<file path="config.mk">
export PLATFORM = sky130hd
export DESIGN_NAME = shared_reg_arbiter
export DESIGN_NICKNAME = d
export VERILOG_FILES = /design/src/rtl/shared_reg_arbiter_pkg.sv /design/src/rtl/shared_reg_arbiter_rr_pick.sv /design/src/rtl/shared_reg_arbiter.sv
export SDC_FILE = /design/constraint.sdc
export NUM_CORES = 1
export LEC_CHECK = 0
export BUFFER_PORTS_ARGS = -buffer_cell sky130_fd_sc_hd__buf_4
export CAP_MARGIN = 40
export CORE_MARGIN = 2
export CORE_UTILIZATION = 50
export CTS_CLUSTER_DIAMETER = 50
export CTS_CLUSTER_SIZE = 28
export DETAILED_ROUTE_END_ITERATION = 7
export HOLD_SLACK_MARGIN = 0.1
export PLACE_DENSITY = 0.92
export SLEW_MARGIN = 20
export SYNTH_ARGS = -nofsm -noshare
export SYNTH_HDL_FRONTEND = slang
export SYNTH_SLANG_ARGS = --single-unit
</file>
<file path="constraint.sdc">
create_clock -name clk -period 3.65 [get_ports clk]
set_clock_uncertainty 0.2 [all_clocks]
set_input_delay 0.5475 -clock clk [delete_from_list [all_inputs] [get_ports clk]]
set_output_delay 0.5475 -clock clk [all_outputs]
set_load 0.1 [all_outputs]
</file>
<file path="src/rtl/shared_reg_arbiter_pkg.sv">
// Shared types and helpers for the shared-register arbiter.
package shared_reg_arbiter_pkg;

  // Arbitration state: free round-robin, or owned by a locked requester.
  typedef enum logic {
    ST_IDLE   = 1'b0,
    ST_LOCKED = 1'b1
  } arb_state_e;

  // Round-robin successor of idx, wrapping at n (never returns a value >= n).
  function automatic int unsigned rr_next(input int unsigned idx, input int unsigned n);
    if (idx + 1 >= n) return 0;
    return idx + 1;
  endfunction

endpackage

</file>
<file path="src/rtl/shared_reg_arbiter_rr_pick.sv">
// Combinational round-robin picker: first set request at or above ptr, wrapping.
module rr_pick #(
  parameter int unsigned NREQ = 4
) (
  input  logic [NREQ-1:0]         i_req,
  input  logic [$clog2(NREQ)-1:0] i_ptr,
  output logic [NREQ-1:0]         o_grant,
  output logic [$clog2(NREQ)-1:0] o_idx,
  output logic                    o_valid
);

  localparam int unsigned IW = $clog2(NREQ);

  int unsigned   w_sum;
  logic [IW-1:0] w_cand;

  // Scan NREQ candidates starting at ptr; the first hit wins.
  always_comb begin
    o_grant = '0;
    o_idx   = '0;
    o_valid = 1'b0;
    w_sum   = 0;
    w_cand  = '0;
    for (int unsigned k = 0; k < NREQ; k++) begin
      w_sum = 32'(i_ptr) + k;
      if (w_sum >= NREQ) w_sum = w_sum - NREQ;
      w_cand = IW'(w_sum);
      if (!o_valid && i_req[w_cand]) begin
        o_valid         = 1'b1;
        o_idx           = w_cand;
        o_grant[w_cand] = 1'b1;
      end
    end
  end

endmodule

</file>
<file path="src/rtl/shared_reg_arbiter.sv">
// Owns one shared register; arbitrates load and round-robin/locked requester writes.
module shared_reg_arbiter
  import shared_reg_arbiter_pkg::*;
#(
  parameter int unsigned NREQ  = 4,
  parameter int unsigned WIDTH = 8
) (
  input  logic                    clk,
  input  logic                    reset_n,
  input  logic [NREQ-1:0]         ReqValid,
  input  logic [NREQ-1:0]         ReqLock,
  input  logic [NREQ*WIDTH-1:0]   ReqData,
  output logic [NREQ-1:0]         ReqReady,
  input  logic                    LoadReq,
  input  logic [WIDTH-1:0]        LoadVal,
  output logic [WIDTH-1:0]        Q,
  output logic [$clog2(NREQ)-1:0] GrantIdx,
  output logic                    Locked
);

  localparam int unsigned IW = $clog2(NREQ);

  arb_state_e    r_state, w_state_nxt;
  logic [IW-1:0] r_ptr, w_ptr_nxt;
  logic [IW-1:0] r_owner, w_owner_nxt;
  logic [WIDTH-1:0] r_q;
  logic [IW-1:0] r_grant_idx;
  logic          r_locked;

  logic [NREQ-1:0] w_pick_grant;
  logic [IW-1:0]   w_pick_idx;
  logic            w_pick_valid;
  logic            w_wr_en;
  logic [IW-1:0]   w_wr_idx;
  logic [WIDTH-1:0] w_wr_data;

  rr_pick #(.NREQ(NREQ)) u_pick (
    .i_req   (ReqValid),
    .i_ptr   (r_ptr),
    .o_grant (w_pick_grant),
    .o_idx   (w_pick_idx),
    .o_valid (w_pick_valid)
  );

  // Next-state and handshake decode; a load freezes all arbitration state.
  always_comb begin
    w_state_nxt = r_state;
    w_ptr_nxt   = r_ptr;
    w_owner_nxt = r_owner;
    w_wr_en     = 1'b0;
    w_wr_idx    = r_owner;
    ReqReady    = '0;
    if (!LoadReq) begin
      case (r_state)
        ST_IDLE: begin
          if (w_pick_valid) begin
            ReqReady  = w_pick_grant;
            w_wr_en   = 1'b1;
            w_wr_idx  = w_pick_idx;
            w_ptr_nxt = IW'(rr_next(32'(w_pick_idx), NREQ));
            if (ReqLock[w_pick_idx]) begin
              w_state_nxt = ST_LOCKED;
              w_owner_nxt = w_pick_idx;
            end
          end
        end
        ST_LOCKED: begin
          if (ReqValid[r_owner]) begin
            ReqReady[r_owner] = 1'b1;
            w_wr_en           = 1'b1;
            if (!ReqLock[r_owner]) begin
              w_state_nxt = ST_IDLE;
              w_ptr_nxt   = IW'(rr_next(32'(r_owner), NREQ));
            end
          end else if (!ReqLock[r_owner]) begin
            w_state_nxt = ST_IDLE;
          end
        end
        default: w_state_nxt = ST_IDLE;
      endcase
    end
  end

  // Write-data mux for the accepted requester.
  always_comb begin
    w_wr_data = '0;
    for (int unsigned i = 0; i < NREQ; i++) begin
      if (w_wr_idx == IW'(i)) w_wr_data = ReqData[i*WIDTH +: WIDTH];
    end
  end

  // Arbitration state registers.
  always_ff @(posedge clk or negedge reset_n) begin
    if (!reset_n) begin
      r_state  <= ST_IDLE;
      r_ptr    <= '0;
      r_owner  <= '0;
      r_locked <= 1'b0;
    end else begin
      r_state  <= w_state_nxt;
      r_ptr    <= w_ptr_nxt;
      r_owner  <= w_owner_nxt;
      r_locked <= (w_state_nxt == ST_LOCKED);
    end
  end

  // Shared register with load > requester-write priority, plus grant index.
  always_ff @(posedge clk or negedge reset_n) begin
    if (!reset_n) begin
      r_q         <= '0;
      r_grant_idx <= '0;
    end else if (LoadReq) begin
      r_q <= LoadVal;
    end else if (w_wr_en) begin
      r_q         <= w_wr_data;
      r_grant_idx <= w_wr_idx;
    end
  end

  assign Q        = r_q;
  assign GrantIdx = r_grant_idx;
  assign Locked   = r_locked;

endmodule

</file>
# After elaboration in Yosys (flattened, before gate mapping)
# Cells that the tools add are included.
word_totals:
  reg_bits: 15
op_classes:
  addsub: 9
  muxes: 76
  reduce_logical: 16
  bitwise: 5
  eq_ne: 6
  order_cmp: 17
ops:
  columns: ["cell", "count"]
  rows:
  - ["8-bit two-way mux", 6]
  - ["2-bit two-way mux", 16]
  - ["1-bit two-way mux", 31]
  - ["4-bit two-way mux", 7]
  - ["2-bit by 3-bit < comparator with 1-bit output (second input constant)", 6]
  - ["3-bit >= comparator (second input constant)", 5]
  - ["1-bit binary-select mux with 2-bit select", 7]
  - ["4-bit OR", 3]
  - ["1-bit demux with 2-bit select", 5]
  - ["2-bit by 1-bit >= comparator with 1-bit output (second input constant)", 5]
  - ["2-bit by 1-bit adder with 3-bit output (second input constant)", 3]
  - ["1-bit logical AND", 8]
  - ["4-bit one-hot mux with 2 select lines", 1]
  - ["4-bit AND reduction", 2]
  - ["2-bit by 1-bit subtractor with 2-bit output (second input constant)", 4]
  - ["2-bit by 2-bit adder with 3-bit output (second input constant)", 2]
  - ["2-bit equality test (second input constant)", 2]
  - ["2-bit by 1-bit != test with 1-bit output (second input constant)", 2]
  - ["1-bit one-hot mux with 2 select lines", 2]
  - ["2-bit one-hot mux with 2 select lines", 1]
  - ["2-bit by 3-bit >= comparator with 1-bit output (second input constant)", 1]
  - ["1-bit zero test", 3]
  - ["2-bit by 1-bit equality test with 1-bit output (second input constant)", 1]
  - ["2-bit zero test", 1]
  - ["other kinds (4)", 5]

# Logic depth before layout (Yosys ltp)
logic_depth:
  word_depth: 24
  ltp_mapped: 13

# Hierarchy
# From an unflattened synthesis, not the netlist that was laid out.
hier_totals:
  cells_unflattened: 168
  area_unflattened_um2: 1656.6
modules_own_cells:
  columns: ["mod", "n_inst", "area_per_inst_um2", "seq_area_each_um2", "cells_per_inst"]
  rows:
  - ["shared_reg_arbiter", 1, 1234.9, 375.4, 123]
  - ["rr_pick", 1, 421.7, 0.0, 45]

# Least setup slack after synthesis
# No wires, ideal clock.
synth_path:
  path_kind: "register to output"
  startpoint: "register with a tool-made name"
  endpoint: "output ReqReady[0]"
  arrival_ns: 4.429
  path_stages_with_launch: 12
  setup_slack_ns: -1.527
  path_buffers: 3
  path_cell_list: "dfrtp_1 buf_6 buf_4 inv_1 ha_1 buf_6 nand2b_1 or4_1 o21a_1 o32ai_1 a221oi_1 o21ai_0"
synth_rtl:
  columns: ["element", "line", "source"]
  rows:
  - ["end, declared", "shared_reg_arbiter.sv:13", "output logic [NREQ-1:0] ReqReady,"]

# Worst setup path after layout
layout_path:
  startpoint: "register r_ptr[1]"
  endpoint: "output ReqReady[0]"
layout_via:
  elab_chain_cells: 17
layout_rtl:
  columns: ["element", "line", "source"]
  rows:
  - ["start, declared", "shared_reg_arbiter.sv:24", "logic [IW-1:0] r_ptr, w_ptr_nxt;"]
  - ["start signal, assigned", "shared_reg_arbiter.sv:101", "r_ptr <= w_ptr_nxt;"]
  - ["branches (longest 14 deep; another with 2-bit by 1-bit adder with 3-bit output)", null, null]
  - ["4-bit two-way mux *", "shared_reg_arbiter.sv:56", "if (w_pick_valid) begin"]
  - ["4-bit one-hot mux with 2 select lines *", "shared_reg_arbiter.sv:54", "case (r_state)"]
  - ["4-bit two-way mux *", "shared_reg_arbiter.sv:53", "if (!LoadReq) begin"]
# Mark *: on every way between the ends. The select of a mux whose other input is x is not followed.

==> summary.txt <==
Clocking
  – Skew-Pair Late Insertion Delay: 0.29 ns
  – Root Buffer Master: clkbuf_4
  – Clock Sinks: 15
  – Reg clk slew, reported paths: 0.09 ns
  – CTS tree: done
  – Post-CTS setup buffers: 0
  – H-tree depth: 1
  – CTS Buf Count: 3
  – Clock Path Buffers: 2

Status
  – Status: completed

Synth
  – Largest family of logic cells by synthesized area: compound AO/OA/AOI/OAI gates
  – Netlist cell types: 49
  – Post-synthesis sequential area ratio: 0.210
  – Most frequent cell after synthesis: mux2i_1
  – Yosys warnings: 0
  – Synth Area in Simple Gates: 0.158
  – Multiplexer share of the synthesized area: 0.211
  – Ranking of synthesized cells by area: dfrtp_1 21%, mux2i_1 11%, ha_1 9.1%
  – Post-synth top cells: 19 x mux2i_1, 15 x dfrtp_1, 15 x nand2_1, 13 x ha_1, 12 x nor2_1
  – Asr flop ratio synth: 1.00
  – Post-synthesis cell area: 0.00179 mm2
  – Synth Area in XOR/XNOR: 0.00489
  – Post-synth top area cell: dfrtp_1
  – Synth top area share: 0.210
  – Post-synthesis compound-gate area fraction: 0.252
  – Synth Flop Type: dfrtp_1
  – Adder-cell share of the synthesized area: 0.0908
  – #FFs+latches synth: 15
  – EDFF count, synth: 0
  – Gate Count Post-Synth: 193
  – Post-Syn Nets: 257
  – Synth Area per Inst: 9.28 um2

STA
  – Fmax: 0.290 GHz
  – Final min period: 3.45 ns
  – Period utilization: 0.946
  – Final Hold Viols: 0
  – Post-route setup TNS: 0 ns
  – Final setup viols: 0
  – Max-slew violation count: 0
  – Rel. slew slack: 0.607
  – Worst setup margin: 0.198 ns
  – Unrepaired setup endpoints after global routing: no
  – Worst-Margin Slew: 0.589 ns

Global routing
  – First-pass GRT wire length: 7340 um
  – Gr busiest metal: met2
  – Grt met2 use: 0.380
  – Vias in the first global route: 1513
  – Largest net degree at the start of global routing: 21
  – Met1 global-route usage: 0.311
  – Overall Global Routing Usage: 0.228
  – Initial antenna violation count: 0
  – Grt ovf: 0
  – Met3 usage: 0.0211

Worst setup path
  – Crit start category: register
  – Reg-to-Reg End: Q[2]
  – Crit path cell chain: inv_2 > ha_1 > nand2b_1 > or4_1 > o21a_1 > o32ai_4 > a221oi_1 > o21ai_4 > buf_8
  – Slowest CP cell: dfrtp_2
  – Buf+Inv Stages, Crit Path: 2
  – CP Capture Type: primary output
  – Req. time, crit path: 2.90 ns
  – Critical Path Start: r_ptr[1]
  – FF-to-FF Start: r_ptr[1]
  – Crit-path max FO: 8
  – Type of the worst setup path: reg -> out
  – Worst reg-to-reg path cell count: 11
  – Worst setup path endpoint: ReqReady[0]
  – Critical Path Max Stage Delay: 0.47 ns
  – Setup slack, reg-to-reg: 0.62 ns
  – Crit path max-delay family: compound AO/OA/AOI/OAI gates
  – Worst path depth: 9
  – Worst Path Arrival: 2.70 ns

Finish
  – Area growth syn-to-layout: 33.6%
  – Layout cell share with drive strength beyond 1: 0.413
  – # diodes: 0
  – Final nets: 317
  – Final Core Density: 0.706
  – Non-Filler Instances: 298

Placement
  – Port bufs: 65
  – DP HPWL: 3610 um
  – Pre-CTS setup slack: 0.271 ns
  – # placed instances: 293
  – GP Congestion: 0.870

Power
  – Max VDD drop: 0.618 mV
  – Pwr Density: 1000 mW/mm2
  – Pleak: 1.10 nW
  – Power Total: 0.00240 W

Route
  – DR vias: 1732
  – Post-route DRC violation count: 0
  – Iteration-0 DRC Markers: 151
  – Routed Antenna Nets: 0
  – WL/cell: 15.7 um
  – Drt first pass iters: 5
  – Via/cell ratio: 5.81
  – Routed WL: 4690 um

Floorplan
  – Std-Cell Rows: 21
  – Die width: 63.8 um
  – Full die area: 0.00408 mm2
  – CORE AREA: 0.00339 mm2
  – Initial Util: 0.528
  – Num ports: 66
  – DIE HEIGHT: 63.8 um

Job
  – MaxCap Viol Count: 0

Min path
  – Worst Hold Class: reg -> reg
  – Hold path depth: 2
==> state kept, by name, summed over array words and instances, names as in the netlist, named ones only <==
signal	cells
r_ptr	1
GrantIdx	2
Q	8
r_owner	2
Locked	1
==> worst reg2reg max path, stage by stage (launching register included) <==
cell and delay [ns]:
dfrtp_2 0.47, inv_2 0.09, ha_1 0.34, buf_4 0.18
o21a_1 0.16, o221ai_1 0.26, a41oi_4 0.22, mux2i_2 0.18
buf_4 0.31, mux2i_1 0.25, a32oi_1 0.11, and2_1 0.16
==> placed cells by master, fill, tap and decap left out, types with 5 or more instances in the layout <==
master / netlist / routed
buf_4: 4 / 65
mux2i_1: 19 / 18
nand2_1: 15 / 15
dfrtp_1: 15 / 14
ha_1: 13 / 13
nor2_1: 12 / 12
a22oi_1: 9 / 9
inv_1: 9 / 8
a21oi_1: 8 / 8
nand2b_1: 6 / 6
a32oi_1: 6 / 6
mux4_2: 5 / 5
o21ai_1: 6 / 5
o21ai_0: 8 / 5
==> how the worst min path moves through the flow <==
stage / startpoint / end
global route: LoadVal[4] / Q[4]
finish: GrantIdx[0] / GrantIdx[0]
CTS: LoadVal[3] / Q[3]
global placement: reset_n / Q[4]
floorplan: reset_n / GrantIdx[0]
detailed placement: reset_n / Q[6]
==> cell families after synthesis <==
| logic type | Yosys count |
|---|---|
| compound gates | 57 |
| fa+ha+maj | 13 |
| buf+inv | 24 |
| simple gates | 53 |
| flops | 15 |
| xor+xnor | 1 |
| mux | 30 |
==> routing by layer <==
metal  vias up  wire, um  part of all wire
li1        838         -                 -
met3         5       249             0.053
met4         0        61             0.013
met2        65      2440              0.52
met1       824      1940              0.41
met5         -         0                 0
==> repair_timing <==
item                                    4_1_cts  5_1_grt
hold endpoints to repair                     15        0
hold buffers                                  1        0
cloned                                        0        0
gates resized for setup                       1        7
endpoints found under the setup margin        4        4
==> metrics by stage <==
stage / hold slack [ns] / instance area [um2]
2_1_floorplan: 0.0519 / 1840
3_3_place_gp: 0.214 / 2320
3_5_place_dp: 0.209 / 2320
4_1_cts: 0.298 / 2360
5_1_grt: 0.307 / 2390
6_report: 0.307 / 2390
==> final cells by class <==
type | count | area (um2)
Clock inverter | 1 | 5.00
Multi-Input combinational cell | 154 | 1350
Sequential cell | 15 | 377
Fill cell | 256 | 997
Clock buffer | 3 | 22.5
Inverter | 9 | 33.8
Tap cell | 46 | 57.6
Timing Repair Buffer | 70 | 547
==> report_power, final <==
group	switching [W]	total (W)	internal, W	leakage (nW)
logic	0.00127	0.00195	0.000682	0.903
registers	0.0000948	0.000344	0.000249	0.175
clock network	0.0000575	0.0000984	0.0000409	0.0177
total	0.00142	0.00240	0.000972	1.10
Power figures use the tool's default switching activity.
